### config.mk
export PLATFORM = sky130hd
export DESIGN_NAME = pipe_hazard_ctrl
export DESIGN_NICKNAME = d
export VERILOG_FILES = /design/src/rtl/pipe_hazard_ctrl.sv
export SDC_FILE = /design/constraint.sdc
export NUM_CORES = 1
export LEC_CHECK = 0
export ABC_CLOCK_PERIOD_IN_PS = 4350
export CELL_PAD_IN_SITES_DETAIL_PLACEMENT = 1
export CELL_PAD_IN_SITES_GLOBAL_PLACEMENT = 1
export CORE_UTILIZATION = 24
export CTS_CLUSTER_DIAMETER = 40
export DETAILED_ROUTE_END_ITERATION = 10
export GPL_TIMING_DRIVEN = 0
export MAX_ROUTING_LAYER = met4
export PLACE_DENSITY = 0.82
export SYNTH_ARGS = -nofsm -noshare
export SYNTH_HDL_FRONTEND = slang
export SYNTH_SLANG_ARGS = --single-unit
### constraint.sdc
create_clock -name clk -period 4.35 [get_ports clk]
set_input_delay 0.87 -clock clk [delete_from_list [all_inputs] [get_ports clk]]
set_output_delay 0.87 -clock clk [all_outputs]
set_load 0.005 [all_outputs]
### src/rtl/pipe_hazard_ctrl.sv
// pipe_hazard_ctrl: pipeline sequencer for IF/ID, ID/EX and PC control, with a
// RUN/WFI/TRAP/RET FSM that handles WFI, interrupt entry and MRET.
module pipe_hazard_ctrl (
   input  logic       clk,
   input  logic       reset,
   input  logic       im_stall,
   input  logic       dm_stall,
   input  logic [4:0] ID_rs1,
   input  logic [4:0] ID_rs2,
   input  logic [4:0] EX_rd,
   input  logic       EX_memread,
   input  logic       EX_branch_taken,
   input  logic       EX_mret,
   input  logic       EX_wfi,
   input  logic       irq_pending,
   output logic       pc_write,
   output logic [1:0] pc_sel,
   output logic       IFID_write,
   output logic       IFID_flush,
   output logic       IDEX_flush,
   output logic       CSR_stall,
   output logic       CSR_interrupt,
   output logic       CSR_ret
);
   typedef enum logic [1:0] {RUN, WFI, TRAP, RET} state_t;
   state_t state_q, state_d;
   logic   blank_q, blank_d;
   logic   mem_stall, load_use;
   always_comb begin
      mem_stall     = im_stall | dm_stall;
      load_use      = EX_memread && (EX_rd != 5'd0) && (EX_rd == ID_rs1 || EX_rd == ID_rs2);
      state_d       = state_q;
      blank_d       = blank_q;
      pc_write      = 1'b0;
      pc_sel        = 2'd0;
      IFID_write    = 1'b0;
      IFID_flush    = 1'b0;
      IDEX_flush    = 1'b0;
      CSR_stall     = 1'b0;
      CSR_interrupt = 1'b0;
      CSR_ret       = 1'b0;
      if (reset) begin
         state_d = RUN;
         blank_d = 1'b0;
      end else if (mem_stall) begin
         CSR_stall = (state_q == WFI);
      end else begin
         // blank only survives the single unstalled cycle following TRAP
         blank_d = (state_q == TRAP);
         case (state_q)
            RUN: begin
               if (irq_pending && !blank_q) begin
                  state_d    = TRAP;
                  IFID_flush = 1'b1;
                  IDEX_flush = 1'b1;
               end else if (EX_mret) begin
                  state_d    = RET;
                  IFID_flush = 1'b1;
                  IDEX_flush = 1'b1;
               end else if (EX_branch_taken) begin
                  pc_sel     = 2'd1;
                  pc_write   = 1'b1;
                  IFID_write = 1'b1;
                  IFID_flush = 1'b1;
                  IDEX_flush = 1'b1;
               end else if (EX_wfi) begin
                  state_d    = WFI;
                  IDEX_flush = 1'b1;
               end else if (load_use) begin
                  IDEX_flush = 1'b1;
               end else begin
                  pc_write   = 1'b1;
                  IFID_write = 1'b1;
               end
            end
            WFI: begin
               CSR_stall  = 1'b1;
               IDEX_flush = 1'b1;
               state_d    = irq_pending ? TRAP : WFI;
            end
            TRAP: begin
               CSR_interrupt = 1'b1;
               pc_sel        = 2'd2;
               pc_write      = 1'b1;
               IFID_write    = 1'b1;
               IFID_flush    = 1'b1;
               IDEX_flush    = 1'b1;
               state_d       = RUN;
            end
            default: begin
               CSR_ret    = 1'b1;
               pc_sel     = 2'd3;
               pc_write   = 1'b1;
               IFID_write = 1'b1;
               IFID_flush = 1'b1;
               IDEX_flush = 1'b1;
               state_d    = RUN;
            end
         endcase
      end
   end
   always_ff @(posedge clk or posedge reset) begin
      if (reset) begin
         state_q <= RUN;
         blank_q <= 1'b0;
      end else begin
         state_q <= state_d;
         blank_q <= blank_d;
      end
   end
endmodule

==> key figures, run 1 <==
Status
  – Status: completed

Floorplanning
  – Core ar.: 1820 sq um
  – Die Ht: 47.2 um
  – Die ar.: 2230 sq um
  – # rows: 15
  – Starting Density: 26.9%
  – Die width: 47.2 um
  – I/O pins: 33

Power and ir drop
  – Net Sw Frac: 34.2%
  – Power per Cell Area: 213 nW/um^2
  – Leak pwr: 0.338 nW
  – Final Power: 0.185 mW
  – Pint: 0.122 mW
  – Sw Pwr: 0.0633 mW
  – Maximum VDD drop: 0.142 mV
  – Gate power share: 53.3%
  – Clock share of power: 27.2%
  – Flop pwr share: 19.5%

Layout
  – Area growth syn-to-layout: 77.0%
  – Layout fillers: 243
  – N_diodes: 0
  – Final instance area: 868 sq um
  – Share of layout cells above drive strength 1: 8.74%
  – Final net count: 132
  – Area of the multi-input gates: 397 sq um
  – FF/Latch Area: 75.1 sq um

Global routing
  – Initial antenna violation count: 0
  – Global-route wire length before repair: 2650 um
  – Maximum number of pins on one net before global-route repair: 8
  – Global route overflow: 0
  – Total track usage: 17.8%
  – Vias in the first global route: 602

Min path
  – Hold_sp: state_q[0]
  – Hold EP: state_q[0]
  – Worst Hold Class: reg -> reg
  – Hold depth: 1

Setup path
  – Crit end category: output port
  – Reg2reg start: state_q[1]
  – Worst R2R End: state_q[1]
  – Flop2flop setup slack: 2530 ps
  – Crit start category: input pin
  – CP arrival: 2810 ps
  – CP required: 3480 ps
  – Critical path fanouts, max: 3
  – Crit Path Category: in -> out
  – Reg2reg path depth: 6

Synthesis
  – Post-synthesis sequential area ratio: 15.3%
  – Cell Area, Synth: 490 sq um
  – Syn_nets: 95
  – Synth warnings: 0
  – Netlist cell types: 23
  – Syn avg cell area: 7.32 sq um
  – Syn Inst Count: 67
  – Synth Register Bits: 3

Drt
  – Initial DRC count: 2
  – Vias per cell: 4.54
  – DRT antenna net count: 0
  – Drt drc: 0
  – Vias post-DR: 581
  – Final WL: 1660 um
  – DR pass1 iterations: 2
  – Detailed-route wire length per cell: 12.9 um

Placed design
  – Detailed placement HPWL: 1480 um
  – Placed Area: 842 sq um
  – GP Congestion: 0.797
  – DP Worst Slack: 644 ps
  – IO buf count: 32

Timing
  – Clock Skew: 1.40 ps
  – Fin. max-slew vios: 0
  – Slew @ Worst Pin: 278 ps
  – Max_slew headroom: 81.4%
  – RSZ-0062 raised after global routing: false
  – Tmin final: 3680 ps
  – Final worst-path setup slack: 672 ps
  – Setup_tns: 0 ps
  – Hold Slack: 580 ps
  – Final Hold Vio Count: 0
  – Fmax: 0.272 GHz
  – # setup viols final: 0
  – Final worst-path cycle share: 84.5%

CTS
  – Post_cts resized: 0
  – Clk sink count: 3
  – Clock transition at path regs: 40 ps
  – Hold buffers post-CTS: 0
  – CTS Root Cell: clkbuf_4
  – # H-tree levels: 1
  – Clock latency on the worst-skew pair: 230 ps
  – Clock Path Buffers: 2
  – Post-CTS Setup Repair Bufs: 0
  – CTS Buf Count: 3
  – TritonCTS clock tree: built

Run
  – Max-cap viol count: 0
-- placed cells by master, fill, tap and decap left out, types with 3 or more instances in the layout --
cell type	netlist	final
a21oi_1	6	6
dfrtp_1	3	3
nor2_1	10	10
xnor2_1	10	10
clkbuf_4	0	3
nand2_1	6	6
inv_1	3	3
clkdlybuf4s50_1	0	32
nor3_1	3	3
nor2b_1	4	4
ha_1	4	4
-- synth_stat cells --
master    instances  area [sq um]
a21oi_2           1          8.76
nand3_1           2          10.0
dfrtp_1           3          75.1
and2b_1           1          7.51
and3_1            1          6.26
nor2_1           10          37.5
mux2_2            2          22.5
a31oi_1           1          6.26
and2_1            2          12.5
o21ai_0           2          10.0
xnor2_1          10          87.6
nor3b_4           1          18.8
ha_1              4          50.1
nor3_1            3          15.0
nand2_1           6          22.5
o22ai_1           1          6.26
nand2_2           1          6.26
a21oi_1           6          30.0
nand2b_1          1          6.26
inv_1             3          11.3
buf_4             1          7.51
nor2b_1           4          25.0
a211oi_1          1          7.51
-- stage by stage --
step	utilization, %	std cells
after floorplan	-	67
after global placement	46.3	124
after detailed placement	46.3	124
after CTS	47.7	128
after global routing	47.7	128
final	47.7	128
-- routing by layer --
layer | global-route usage (%) | up-vias | part of all wire [%]
met2 | 30.8 | 8 | 52
met5 | - | - | 0
li1 | - | 297 | -
met1 | 22.1 | 274 | 46
met4 | 3.43 | 0 | 0.78
met3 | 2.31 | 2 | 1.8
-- worst max-delay path by stage --
stage / start / end / cells after the start
2_1_floorplan: irq_pending / pc_write / 5
4_1_cts: EX_rd[0] / pc_write / 7
5_1_grt: EX_rd[0] / pc_write / 7
6_report: EX_rd[1] / pc_write / 7
3_5_place_dp: EX_rd[0] / pc_write / 7
3_3_place_gp: EX_rd[0] / pc_write / 7
-- state kept, by name, summed over array words and instances, names as in the netlist --
name     flops
state_q      2
blank_q      1
-- final cells by class --
class                   count  area share (%)
repair buffers             32            36.9
plain buffers               1           0.865
inverters                   3            1.30
clock buffers               4            3.03
well taps                  25            3.60
multi-input cells          60            45.7
flip-flops and latches      3            8.65
-- kinds of logic (layout without fill, tap and decap cells) --
family | Yosys count | in the layout | share of synthesized area (%)
simple gates | 32 | 32 | 34.2
xor+xnor | 10 | 10 | 17.9
flops | 3 | 3 | 15.3
mux | 2 | 2 | 4.59
buf+inv | 4 | 40 | 3.83
compound gates | 12 | 12 | 14.0
fa+ha+maj | 4 | 4 | 10.2
-- worst max-delay path: stages --
cell and delay, ps:
clkdlybuf4s50_1 480, nor3_1 240, nand2_1 110, and3_1 180
a211oi_1 300, buf_4 160, clkdlybuf4s50_1 480
-- power groups by stage --
stage | logic (mW) | registers (mW) | clock network, mW
global route | 0.110 | 0.0364 | 0.0557
global placement | 0.0945 | 0.0362 | 0
floorplan | 0.0533 | 0.0351 | 0
finish | 0.0987 | 0.0361 | 0.0504
CTS | 0.0998 | 0.0360 | 0.0529
detailed placement | 0.0997 | 0.0364 | 0
Note: power is estimated with default switching activity, not from simulation.
==> run 2, diff against run 1 <==
- ABC_CLOCK_PERIOD_IN_PS: 4350 -> 2940
- CORE_UTILIZATION: 24 -> 20
- PLACE_DENSITY: 0.82 -> 0.73
- clock period: 4.35 -> 2.94 ns (I/O delays scaled with it)
==> key figures, run 2 (synthesis results as in run 1) <==
CTS
  – CTS Root Cell: clkbuf_4
  – Clk sink count: 3
  – # H-tree levels: 1
  – Clock Path Buffers: 2
  – Hold buffers post-CTS: 0
  – Clock latency on the worst-skew pair: 230 ps
  – Clock transition at path regs: 40 ps
  – TritonCTS clock tree: built
  – CTS Buf Count: 3

Layout
  – Largest regs: state_q x2, blank_q x1
  – Commonest cells after routing, fill and taps aside: 25 x clkdlybuf4s50_1, 10 x xnor2_1, 9 x nor2_1
  – Share of layout cells above drive strength 1: 17.3%
  – N_diodes: 0
  – Non-Filler Instances: 132
  – Final net count: 133
  – Final core occ: 40.6%
  – Final instance area: 915 sq um
  – Commonest non-fill, non-tap cell in the layout: clkdlybuf4s50_1
  – Largest register FFs: 2
  – Largest register by flop count: state_q
  – Area growth syn-to-layout: 86.5%

Global routing
  – Maximum number of pins on one net before global-route repair: 8
  – Vias in the first global route: 593
  – GR Util met3: 2.63%
  – GRT busiest layer: met2
  – Global route overflow: 0
  – Met2 Usage GRT: 22.3%
  – Total track usage: 12.1%
  – Global-route wire length before repair: 2330 um
  – GRT met1 Usage: 12.6%
  – Initial antenna violation count: 0

Placed design
  – Placed Area: 846 sq um
  – Detailed placement HPWL: 1190 um
  – DP Worst Slack: -179 ps
  – IO buf count: 32
  – GP Congestion: 0.793
  – Dpl cells: 127

Timing
  – Clock Skew: 1.95 ps
  – Fmax: 0.349 GHz
  – Slew @ Worst Pin: 305 ps
  – Final worst-path setup slack: 77.0 ps
  – Max_slew headroom: 79.7%
  – Final worst-path cycle share: 97.4%
  – Tmin final: 2860 ps
  – Hold Slack: 519 ps
  – # setup viols final: 0
  – Final Hold Vio Count: 0
  – Fin. max-slew vios: 0
  – Setup_tns: 0 ps

Setup path
  – Crit start category: input pin
  – CP required: 2350 ps
  – Critical path fanouts, max: 3
  – Reg2reg start: state_q[1]
  – Reg2reg path depth: 7
  – Crit Path Category: in -> out
  – Worst R2R End: state_q[0]
  – Crit end category: output port
  – CP arrival: 2280 ps
  – Flop2flop setup slack: 1120 ps

Drt
  – Drt drc: 0
  – DRT antenna net count: 0
  – Detailed-route wire length per cell: 10.7 um
  – Vias post-DR: 581
  – DR pass1 iterations: 1
  – Initial DRC count: 0
  – Vias per cell: 4.40
  – Final WL: 1410 um

Floorplanning
  – Core ar.: 2250 sq um
  – Starting Density: 21.8%
  – Die width: 51.5 um
  – # rows: 17
  – I/O pins: 33
  – Die ar.: 2650 sq um
  – Die Ht: 51.5 um

Power and ir drop
  – Power per Cell Area: 297 nW/um^2
  – Final Power: 0.271 mW
  – Leak pwr: 0.384 nW
  – Maximum VDD drop: 0.136 mV

Status
  – Status: completed

Run
  – Max-cap viol count: 0

Min path
  – Worst Hold Class: in -> async
==> run 2: cell types whose count changed in the layout (fill, tap and decap cells not counted), sizes merged <==
| cell | delta |
|---|---|
| clkdlybuf4s50 | -7 |
| dlygate4sd2 | +5 |
| dlymetal6s2s | +2 |
| buf | +1 |
==> run 2: what timing repair did <==
action / CTS / global route
pin swaps: 3 / 2
resized for setup: 9 / 7
endpoints found under the setup margin: 3 / 4
buffers inserted: 1 / 1
==> run 2: worst max-delay path by stage <==
stage / from / endpoint / cells past startpoint / slack [ps]
floorplan: state_q[0] / pc_write / 7 / 810
global placement: EX_rd[0] / pc_write / 7 / -140
detailed placement: EX_rd[0] / pc_write / 7 / -180
CTS: EX_rd[3] / IDEX_flush / 7 / 9
global route: irq_pending / IFID_flush / 7 / -20
finish: irq_pending / IFID_flush / 7 / 80
==> run 2: power by group <==
part | switching, mW | internal [mW]
clock | 0.0208 | 0.0508
sequential | 0.00594 | 0.0471
combinational | 0.0632 | 0.0834
==> run 2: per-layer routing <==
metal | part of all wire, % | vias to the layer above
met4 | 0 | 0
li1 | - | 300
met2 | 49 | 28
met5 | 0 | -
met1 | 42 | 253
met3 | 9.1 | 0
==> run 2: final cells by class <==
type | count | area, sq um
clock buffer | 4 | 26.3
fill | 283 | 1340
inverter | 3 | 11.3
multi-input combinational | 60 | 433
sequential | 3 | 75.1
tap | 28 | 35.0
timing repair buffer | 34 | 334
==> run 2: critical path: stages <==
cell and delay (ps):
clkdlybuf4s50_1 500, nor2b_4 170, nor3b_4 50, buf_4 140, nor2b_2 160, nor3_2 150, clkdlybuf4s50_1 520
